==> config.mk <==
export PLATFORM = sky130hd
export DESIGN_NAME = serial_subtractor_ctrl
export DESIGN_NICKNAME = d
export VERILOG_FILES = /design/src/rtl/serial_sub_pkg.sv /design/src/rtl/full_subtractor.sv /design/src/rtl/serial_subtractor_ctrl.sv
export SDC_FILE = /design/constraint.sdc
export NUM_CORES = 1
export LEC_CHECK = 0
export ABC_AREA = 1
export CORE_ASPECT_RATIO = 1.2
export CORE_UTILIZATION = 55
export CTS_BUF_LIST = sky130_fd_sc_hd__clkbuf_4 sky130_fd_sc_hd__clkbuf_8
export DETAILED_ROUTE_END_ITERATION = 10
export PLACE_DENSITY = 0.82
export SLEW_MARGIN = 0
export SYNTH_ARGS = -nofsm -noshare
export SYNTH_HDL_FRONTEND = slang
export SYNTH_SLANG_ARGS = --single-unit
==> constraint.sdc <==
create_clock -name clk -period 1.7 [get_ports clk]
set_input_delay 0.34 -clock clk [delete_from_list [all_inputs] [get_ports clk]]
set_output_delay 0.34 -clock clk [all_outputs]
set_load 0.1 [all_outputs]
==> src/rtl/serial_sub_pkg.sv <==
// rtl/serial_sub_pkg.sv - state encoding and width limits for the bit-serial subtractor
package serial_sub_pkg;

    localparam logic [1:0] ST_IDLE = 2'd0;
    localparam logic [1:0] ST_RUN  = 2'd1;
    localparam logic [1:0] ST_DONE = 2'd2;

    localparam int WIDTH_MIN = 2;
    localparam int WIDTH_MAX = 32;

endpackage

==> src/rtl/full_subtractor.sv <==
// rtl/full_subtractor.sv - one-bit full subtractor cell: d = a - b - bin
module full_subtractor (
    input  logic a,
    input  logic b,
    input  logic bin,
    output logic d,
    output logic borrow
);

    assign d      = a ^ b ^ bin;
    assign borrow = (~a & b) | (~(a ^ b) & bin);

endmodule

==> src/rtl/serial_subtractor_ctrl.sv <==
// rtl/serial_subtractor_ctrl.sv - bit-serial a - b - bin over WIDTH cycles, LSB first
// Optional feature: SERIAL_SUB_SAT_EN clamps d to zero when the final borrow is set.
module serial_subtractor_ctrl
    import serial_sub_pkg::*;
#(
    parameter int WIDTH = 8
) (
    input  logic             clk,
    input  logic             rst_n,
    input  logic             clear,
    input  logic             in_valid,
    output logic             in_ready,
    input  logic [WIDTH-1:0] a,
    input  logic [WIDTH-1:0] b,
    input  logic             bin,
    output logic             out_valid,
    input  logic             out_ready,
    output logic [WIDTH-1:0] d,
    output logic             borrow,
    output logic             busy
);

    localparam int CNT_W = $clog2(WIDTH);

    generate
        if (WIDTH < WIDTH_MIN || WIDTH > WIDTH_MAX) begin : g_width_chk
            $error("serial_subtractor_ctrl: WIDTH out of range");
        end
    endgenerate

    logic [1:0]       r_state;
    logic [1:0]       w_next;
    logic [WIDTH-1:0] r_a_sr;
    logic [WIDTH-1:0] r_b_sr;
    logic [WIDTH-1:0] r_res;
    logic             r_bor;
    logic [CNT_W-1:0] r_cnt;
    logic             r_out_valid;
    logic [WIDTH-1:0] r_d;
    logic             r_borrow;
    logic             w_diff;
    logic             w_bor_out;
    logic             w_last;

    assign w_last = (r_cnt == CNT_W'(WIDTH - 1));

    full_subtractor u_cell (
        .a      (r_a_sr[0]),
        .b      (r_b_sr[0]),
        .bin    (r_bor),
        .d      (w_diff),
        .borrow (w_bor_out)
    );

    always_ff @(posedge clk or negedge rst_n) begin
        if (!rst_n) begin
            r_state <= ST_IDLE;
        end else begin
            r_state <= w_next;
        end
    end

    always_comb begin
        w_next = r_state;
        if (clear) begin
            w_next = ST_IDLE;
        end else begin
            case (r_state)
                ST_IDLE: if (in_valid)                 w_next = ST_RUN;
                ST_RUN:  if (w_last)                   w_next = ST_DONE;
                ST_DONE: if (r_out_valid && out_ready) w_next = ST_IDLE;
                default:                               w_next = ST_IDLE;
            endcase
        end
    end

    always_comb begin
        in_ready = (r_state == ST_IDLE);
        busy     = (r_state == ST_RUN) || (r_state == ST_DONE);
    end

    // DONE spends one cycle publishing the result before out_valid rises.
    always_ff @(posedge clk or negedge rst_n) begin
        if (!rst_n) begin
            r_a_sr      <= '0;
            r_b_sr      <= '0;
            r_res       <= '0;
            r_bor       <= 1'b0;
            r_cnt       <= '0;
            r_out_valid <= 1'b0;
            r_d         <= '0;
            r_borrow    <= 1'b0;
        end else if (clear) begin
            r_out_valid <= 1'b0;
            r_cnt       <= '0;
        end else begin
            case (r_state)
                ST_IDLE: begin
                    if (in_valid) begin
                        r_a_sr <= a;
                        r_b_sr <= b;
                        r_bor  <= bin;
                        r_cnt  <= '0;
                    end
                end
                ST_RUN: begin
                    r_a_sr <= {1'b0, r_a_sr[WIDTH-1:1]};
                    r_b_sr <= {1'b0, r_b_sr[WIDTH-1:1]};
                    r_res  <= {w_diff, r_res[WIDTH-1:1]};
                    r_bor  <= w_bor_out;
                    if (!w_last) begin
                        r_cnt <= r_cnt + CNT_W'(1);
                    end
                end
                ST_DONE: begin
                    if (!r_out_valid) begin
                        r_out_valid <= 1'b1;
                        r_borrow    <= r_bor;
`ifdef SERIAL_SUB_SAT_EN
                        r_d         <= r_bor ? '0 : r_res;
`else
                        r_d         <= r_res;
`endif
                    end else if (out_ready) begin
                        r_out_valid <= 1'b0;
                    end
                end
                default: begin
                    r_out_valid <= 1'b0;
                end
            endcase
        end
    end

    assign out_valid = r_out_valid;
    assign d         = r_d;
    assign borrow    = r_borrow;

endmodule

==> qor.yml, run 1 <==
route:
  first_pass_iters: 8
  num_vias: 1642
  via_per_inst: 5.26
  wirelength_um: 3830
  drt_iter0_drc: 69
  ant_nets: 0
  avgRoutedWirePerCell_um: 12.3
  drc: 4
final_layout:
  diodes: 0
  final_nets: 304
  drive_above_1_share: 0.196
  syn_to_final_growth_pct: 28.2
timing:
  worstMarginPinSlew_ns: 0.495
  hold_viol_final: 0
  worst_slack_ns: 0.0545
  setup_viol: 0
  min_period_ns: 1.65
  relSlewSlack: 0.670
  slew_violations: 0
  finalSetupTns_ns: 0
  finalCritPeriodShare: 0.968
  fin_skew_ns: 0.00551
  hold_slack_ns: 0.0913
  fmax_mhz: 608
global_route:
  grt_use_total: 0.220
  grt_pass1_wl_um: 6450
  grt_max_degree: 41
  grt_pass1_vias: 1487
  grt_antenna_before_repair: 0
  overflow: 0
critical_path:
  arrival_ns: 1.31
  reg2reg_to: "r_bor"
  worstSetupPathType: "reg -> out"
  critPathRequiredTime_ns: 1.36
  end_kind: "output pin"
  worstRegToRegCells: 8
  crit_fanout: 3
  worstSetupEndpoint: "busy"
  reg2reg_slack_ns: 0.21
  crit_start: "r_state[1]"
  start_kind: "flip-flop"
  rr_startpoint: "r_state[1]"
cts:
  cts_buffers: 5
  clockBufferDepth: 2
  path_clk_slew_ns: 0.07
  cts_htree_levels: 2
  root_buffer: "clkbuf_8"
  cts_tree: "yes"
  clk_latency_ns: 0.29
  numClockSinks: 40
pwr:
  p_comb_frac: 0.391
  switching_share: 0.387
  power_mw: 3.22
  power.density_nw_per_um2: 1240
  p_clk_frac: 0.189
  leakage_nw: 1.30
  internal_power_mw: 1.98
  p_sw_mw: 1.25
  peakVddDrop_uv: 667
  p_seq_frac: 0.420
yosys:
  yosys_warnings: 0
  netlist_area_sq_um: 2030
  syn_area_per_cell_sq_um: 8.62
  ys_seq_area_frac: 0.492
  synth-seq-cells: 40
  synth.distinct_cells: 25
  synthCells: 236
  synth_fp_nets: 265
floorplan:
  die_area_sq_um: 3950
  io_pins: 34
  die_y_um: 68.6
  num_rows: 23
  die_w_um: 57.5
  initial_utilization: 0.594
  coreArea_sq_um: 3420
run:
  maxCapViolCount: 0
worst_hold_path:
  hold_class: "in -> async"
status:
  failed_checks: "DRC"
  outcome: "complete, but fails checks"
placed_design:
  hpwl_um: 2570
  gp_congestion: 0.860
  dp_slack_ns: -0.0210
  numPortBuffers: 33
==> sequential cells by signal, indices dropped and copies added, names as in the netlist <==
signal,flops
borrow,1
d,8
out_valid,1
r_a_sr,8
r_b_sr,8
r_bor,1
r_cnt,3
r_res,8
r_state,2
==> power groups by stage <==
stage / combinational (mW) / clock (mW) / sequential [mW]
after floorplan: 0.932 / 0 / 1.34
after global placement: 1.16 / 0 / 1.36
after detailed placement: 1.20 / 0 / 1.37
after CTS: 1.22 / 0.615 / 1.35
after global routing: 1.41 / 0.658 / 1.38
final: 1.26 / 0.610 / 1.35
==> synthesized netlist by cell type <==
cell type | count | area, sq um
buf_6 | 5 | 56.3
nand3_2 | 1 | 10.0
nand2_1 | 94 | 353
buf_2 | 2 | 10.0
nand2_4 | 1 | 11.3
fa_1 | 1 | 20.0
o21ai_2 | 12 | 105
inv_1 | 19 | 71.3
nand3b_1 | 1 | 7.51
o21a_1 | 2 | 15.0
inv_2 | 2 | 7.51
o21ai_0 | 19 | 95.1
dfrtp_1 | 40 | 1000
buf_12 | 1 | 20.0
ha_1 | 6 | 75.1
o21ai_1 | 1 | 5.00
nand4_1 | 2 | 12.5
a21oi_2 | 2 | 17.5
nor2_4 | 1 | 11.3
nor2_8 | 1 | 20.0
nand3_1 | 10 | 50.1
buf_4 | 2 | 15.0
nor2_1 | 9 | 33.8
nand2_2 | 1 | 6.26
a21oi_1 | 1 | 5.00
==> worst min path at each step <==
stage,startpoint,end,slack [ns],depth (start not counted)
3_5_place_dp,rst_n,r_res[0],0.42,2
3_3_place_gp,rst_n,d[1],0.42,2
6_report,rst_n,r_res[0],0.09,2
4_1_cts,rst_n,d[4],0.11,2
2_1_floorplan,rst_n,borrow,0.04,0
5_1_grt,rst_n,d[0],0.13,2
==> cell families (layout without fill, tap and decap cells) <==
family	after synthesis	in the layout	synth area share
buffers and inverters	31	70	0.0886
AOI/OAI and AO/OA	37	37	0.119
adders and majority gates	7	7	0.0467
and+or+nand+nor	121	121	0.253
DFF	40	40	0.492
==> stage by stage <==
stage | cells | area [sq um] | util
3_5_place_dp | 302 | 2480 | 0.725
3_3_place_gp | 302 | 2480 | 0.725
5_1_grt | 312 | 2610 | 0.762
6_report | 312 | 2610 | 0.762
2_1_floorplan | 236 | 2050 | -
4_1_cts | 310 | 2580 | 0.754
==> what timing repair did <==
item	in CTS	in global routing
resized for setup	1	4
hold buffers	0	0
endpoints found under the setup margin	1	14
cloned	0	1
buffers inserted	1	1
==> per-layer routing <==
| layer | vias to the layer above | share of wire | track usage |
|---|---|---|---|
| met2 | 42 | 0.51 | 0.356 |
| met5 | - | 0 | 0 |
| li1 | 820 | - | - |
| met4 | 0 | 0.012 | 0.0945 |
| met3 | 6 | 0.040 | 0.0653 |
| met1 | 774 | 0.44 | 0.277 |
==> layout by cell type, fill, tap and decap left out, types with 3 or more instances in the layout <==
cell | Yosys | routed
inv_1 | 19 | 18
o21ai_2 | 12 | 12
nor2_1 | 9 | 9
clkbuf_8 | 0 | 5
nand3_1 | 10 | 10
buf_12 | 1 | 12
buf_4 | 2 | 7
o21ai_0 | 19 | 19
clkdlybuf4s50_1 | 0 | 20
nand2_1 | 94 | 94
dfrtp_1 | 40 | 40
ha_1 | 6 | 3
==> worst max-delay path: stages (launching register included) <==
cell and delay [ns]:
dfrtp_1 0.37, inv_1 0.08, buf_6 0.14, ha_4 0.27, buf_12 0.16
==> area by class of cell <==
cell class	instances	area, sq um
flip-flops and latches	40	1000
inverters	21	82.6
clock buffers	6	76.3
clock inverters	1	5.00
well taps	37	46.3
fillers	239	816
repair inverters	1	7.51
multi-input cells	165	881
repair buffers	41	509
(Power assumes the default switching activity.)
==> run 2: changes to the inputs <==
--- a/config.mk
+++ b/config.mk
@@ -6,7 +6,6 @@
 export NUM_CORES = 1
 export LEC_CHECK = 0
 export ABC_AREA = 1
-export CORE_ASPECT_RATIO = 1.2
 export CORE_UTILIZATION = 55
 export CTS_BUF_LIST = sky130_fd_sc_hd__clkbuf_4 sky130_fd_sc_hd__clkbuf_8
 export DETAILED_ROUTE_END_ITERATION = 10
==> run 2 against run 1 <==
The run ends with hold timing left; routed wire length rose by 7.7%; flip-flop and latch count unchanged; cell area increased by 2.9%; via count decreased by 0.24%; core utilization rose by 1.8 points; hold slack got worse by 0.098 ns; critical endpoint unchanged; highest routed layer unchanged.
==> qor.yml, run 2 (synthesized netlist as in run 1, its figures left out) <==
pwr:
  p_clk_frac: 0.255  # was 0.189
  internal_power_mw: 2.27  # was 1.98 mW
  power.density_nw_per_um2: 1320  # was 1240 nW/um^2
  power_mw: 3.54  # was 3.22 mW
  peakVddDrop_uv: 769  # was 667 uV
  leakage_nw: 1.33  # was 1.30 nW
  p_comb_frac: 0.361  # was 0.391
  switching_share: 0.358  # was 0.387
  p_seq_frac: 0.384  # was 0.420
  p_sw_mw: 1.27  # was 1.25 mW
timing:
  hold_slack_ns: -0.00648  # was 0.0913 ns
  setup_viol: 0  # unchanged
  slew_violations: 0  # unchanged
  fmax_mhz: 606  # was 608 MHz
  fin_skew_ns: 0.00521  # was 0.00551 ns
  worstMarginPinSlew_ns: 0.409  # was 0.495 ns
  relSlewSlack: 0.726  # was 0.670
  worst_slack_ns: 0.0488  # was 0.0545 ns
  hold_viol_final: 4  # was 0
  min_period_ns: 1.65  # about the same
  finalCritPeriodShare: 0.971  # was 0.968
critical_path:
  crit_fanout: 3  # unchanged
  end_kind: "output pin"  # unchanged
  critPathRequiredTime_ns: 1.36  # about the same
  arrival_ns: 1.31  # about the same
  reg2reg_slack_ns: 0.07  # was 0.21 ns
  reg2reg_to: "r_bor"  # unchanged
  worstSetupPathType: "reg -> out"  # unchanged
  rr_startpoint: "r_state[1]"  # unchanged
  start_kind: "flip-flop"  # unchanged
  worstRegToRegCells: 8  # unchanged
final_layout:
  diodes: 0  # unchanged
  fin_cells: 322  # was 312
  final_common_cell: "nand2_1"  # unchanged
  syn_to_final_growth_pct: 32.0  # was 28.2%
  fin_area_sq_um: 2690  # was 2610 sq um
  drive_above_1_share: 0.199  # was 0.196
  final_cell_mix: "nand2_1, dfrtp_1, clkdlybuf4s50_1, o21ai_0, inv_1"  # unchanged
  final_nets: 305  # was 304
  fin_util: 0.780  # was 0.762
placed_design:
  hpwl_um: 2820  # was 2570 um
  dpl.cell_count: 311  # was 302
  dp_slack_ns: -0.0566  # was -0.0210 ns
  numPortBuffers: 33  # unchanged
  gp_congestion: 0.873  # was 0.860
  place_area_sq_um: 2510  # was 2480 sq um
run:
  maxCapViolCount: 0  # unchanged
floorplan:
  die_y_um: 62.8  # was 68.6 um
  coreArea_sq_um: 3440  # was 3420 sq um
  num_rows: 21  # was 23
  die_w_um: 62.8  # was 57.5 um
  die_area_sq_um: 3950  # about the same
  io_pins: 34  # unchanged
  initial_utilization: 0.591  # was 0.594
route:
  ant_nets: 0  # unchanged
  num_vias: 1638  # was 1,642
  drc: 0  # was 4
  avgRoutedWirePerCell_um: 12.8  # was 12.3 um
  first_pass_iters: 4  # was 8
  drt_iter0_drc: 108  # was 69
  via_per_inst: 5.09  # was 5.26
  wirelength_um: 4120  # was 3830 um
global_route:
  overflow: 0  # unchanged
  grt_pass1_vias: 1574  # was 1,487
  grt_pass1_wl_um: 7170  # was 6450 um
  grt_antenna_before_repair: 0  # unchanged
  grt_max_degree: 41  # unchanged
  grt_use_total: 0.241  # was 0.220
status:
  failed_checks: "hold timing"  # was DRC
  outcome: "complete, but fails checks"  # unchanged
cts:
  root_buffer: "clkbuf_8"  # unchanged
  clk_latency_ns: 0.30  # was 0.29 ns
  clockBufferDepth: 2  # unchanged
  cts_tree: "yes"  # unchanged
  cts_htree_levels: 2  # unchanged
  path_clk_slew_ns: 0.08  # was 0.07 ns
  cts_buffers: 5  # unchanged
  numClockSinks: 40  # unchanged
worst_hold_path:
  hold_class: "in -> async"  # unchanged
==> run 2: critical path: stages (launching register included) <==
cell     delay (ns)
dfrtp_1        0.36
inv_1          0.07
buf_6          0.14
ha_4           0.28
buf_12         0.17
==> run 2: layout make-up <==
| type | instances | area (sq um) |
|---|---|---|
| Timing Repair inverter | 1 | 7.51 |
| Clock buffer | 5 | 68.8 |
| Inverter | 21 | 82.6 |
| Multi-Input combinational cell | 165 | 878 |
| Tap cell | 46 | 57.6 |
| Fill cell | 225 | 757 |
| Timing Repair Buffer | 42 | 529 |
| Sequential cell | 40 | 1000 |
| Clock inverter | 2 | 60.1 |
==> run 2: stage by stage <==
step,hold WS (ns),TNS (ns)
global route,0.0192,-0.181
global placement,0.323,0
floorplan,0.0444,0
detailed placement,0.322,-0.101
finish,-0.00648,0
CTS,0.000301,0
==> run 2: layer usage <==
layer	track usage	vias to the layer above	wire length, um
li1	-	817	-
met1	0.286	775	1730
met2	0.410	41	2160
met3	0.0547	5	148
met4	0.116	0	78
met5	0	-	0
==> run 2: power by group through the flow <==
stage	clock, mW	combinational [mW]	sequential, mW
after CTS	0.918	1.23	1.35
after detailed placement	0	1.21	1.37
after floorplan	0	0.932	1.34
after global routing	0.962	1.44	1.39
final	0.902	1.28	1.36
after global placement	0	1.15	1.35
==> run 2: what timing repair did <==
item,in CTS,in global routing
setup buffers,1,2
gates cloned,0,1
resized for setup,1,4
setup endpoints to repair,1,10
hold buffers,0,0
==> run 2: worst max-delay path by stage <==
stage	startpoint	to	slack, ns	depth (start not counted)
floorplan	r_state[1]	busy	0.04	2
global placement	clear	r_b_sr[7]	0.03	6
detailed placement	clear	d[3]	-0.06	5
CTS	r_state[1]	busy	0.01	4
global route	r_state[1]	r_a_sr[6]	-0.05	7
finish	r_state[1]	busy	0.05	4
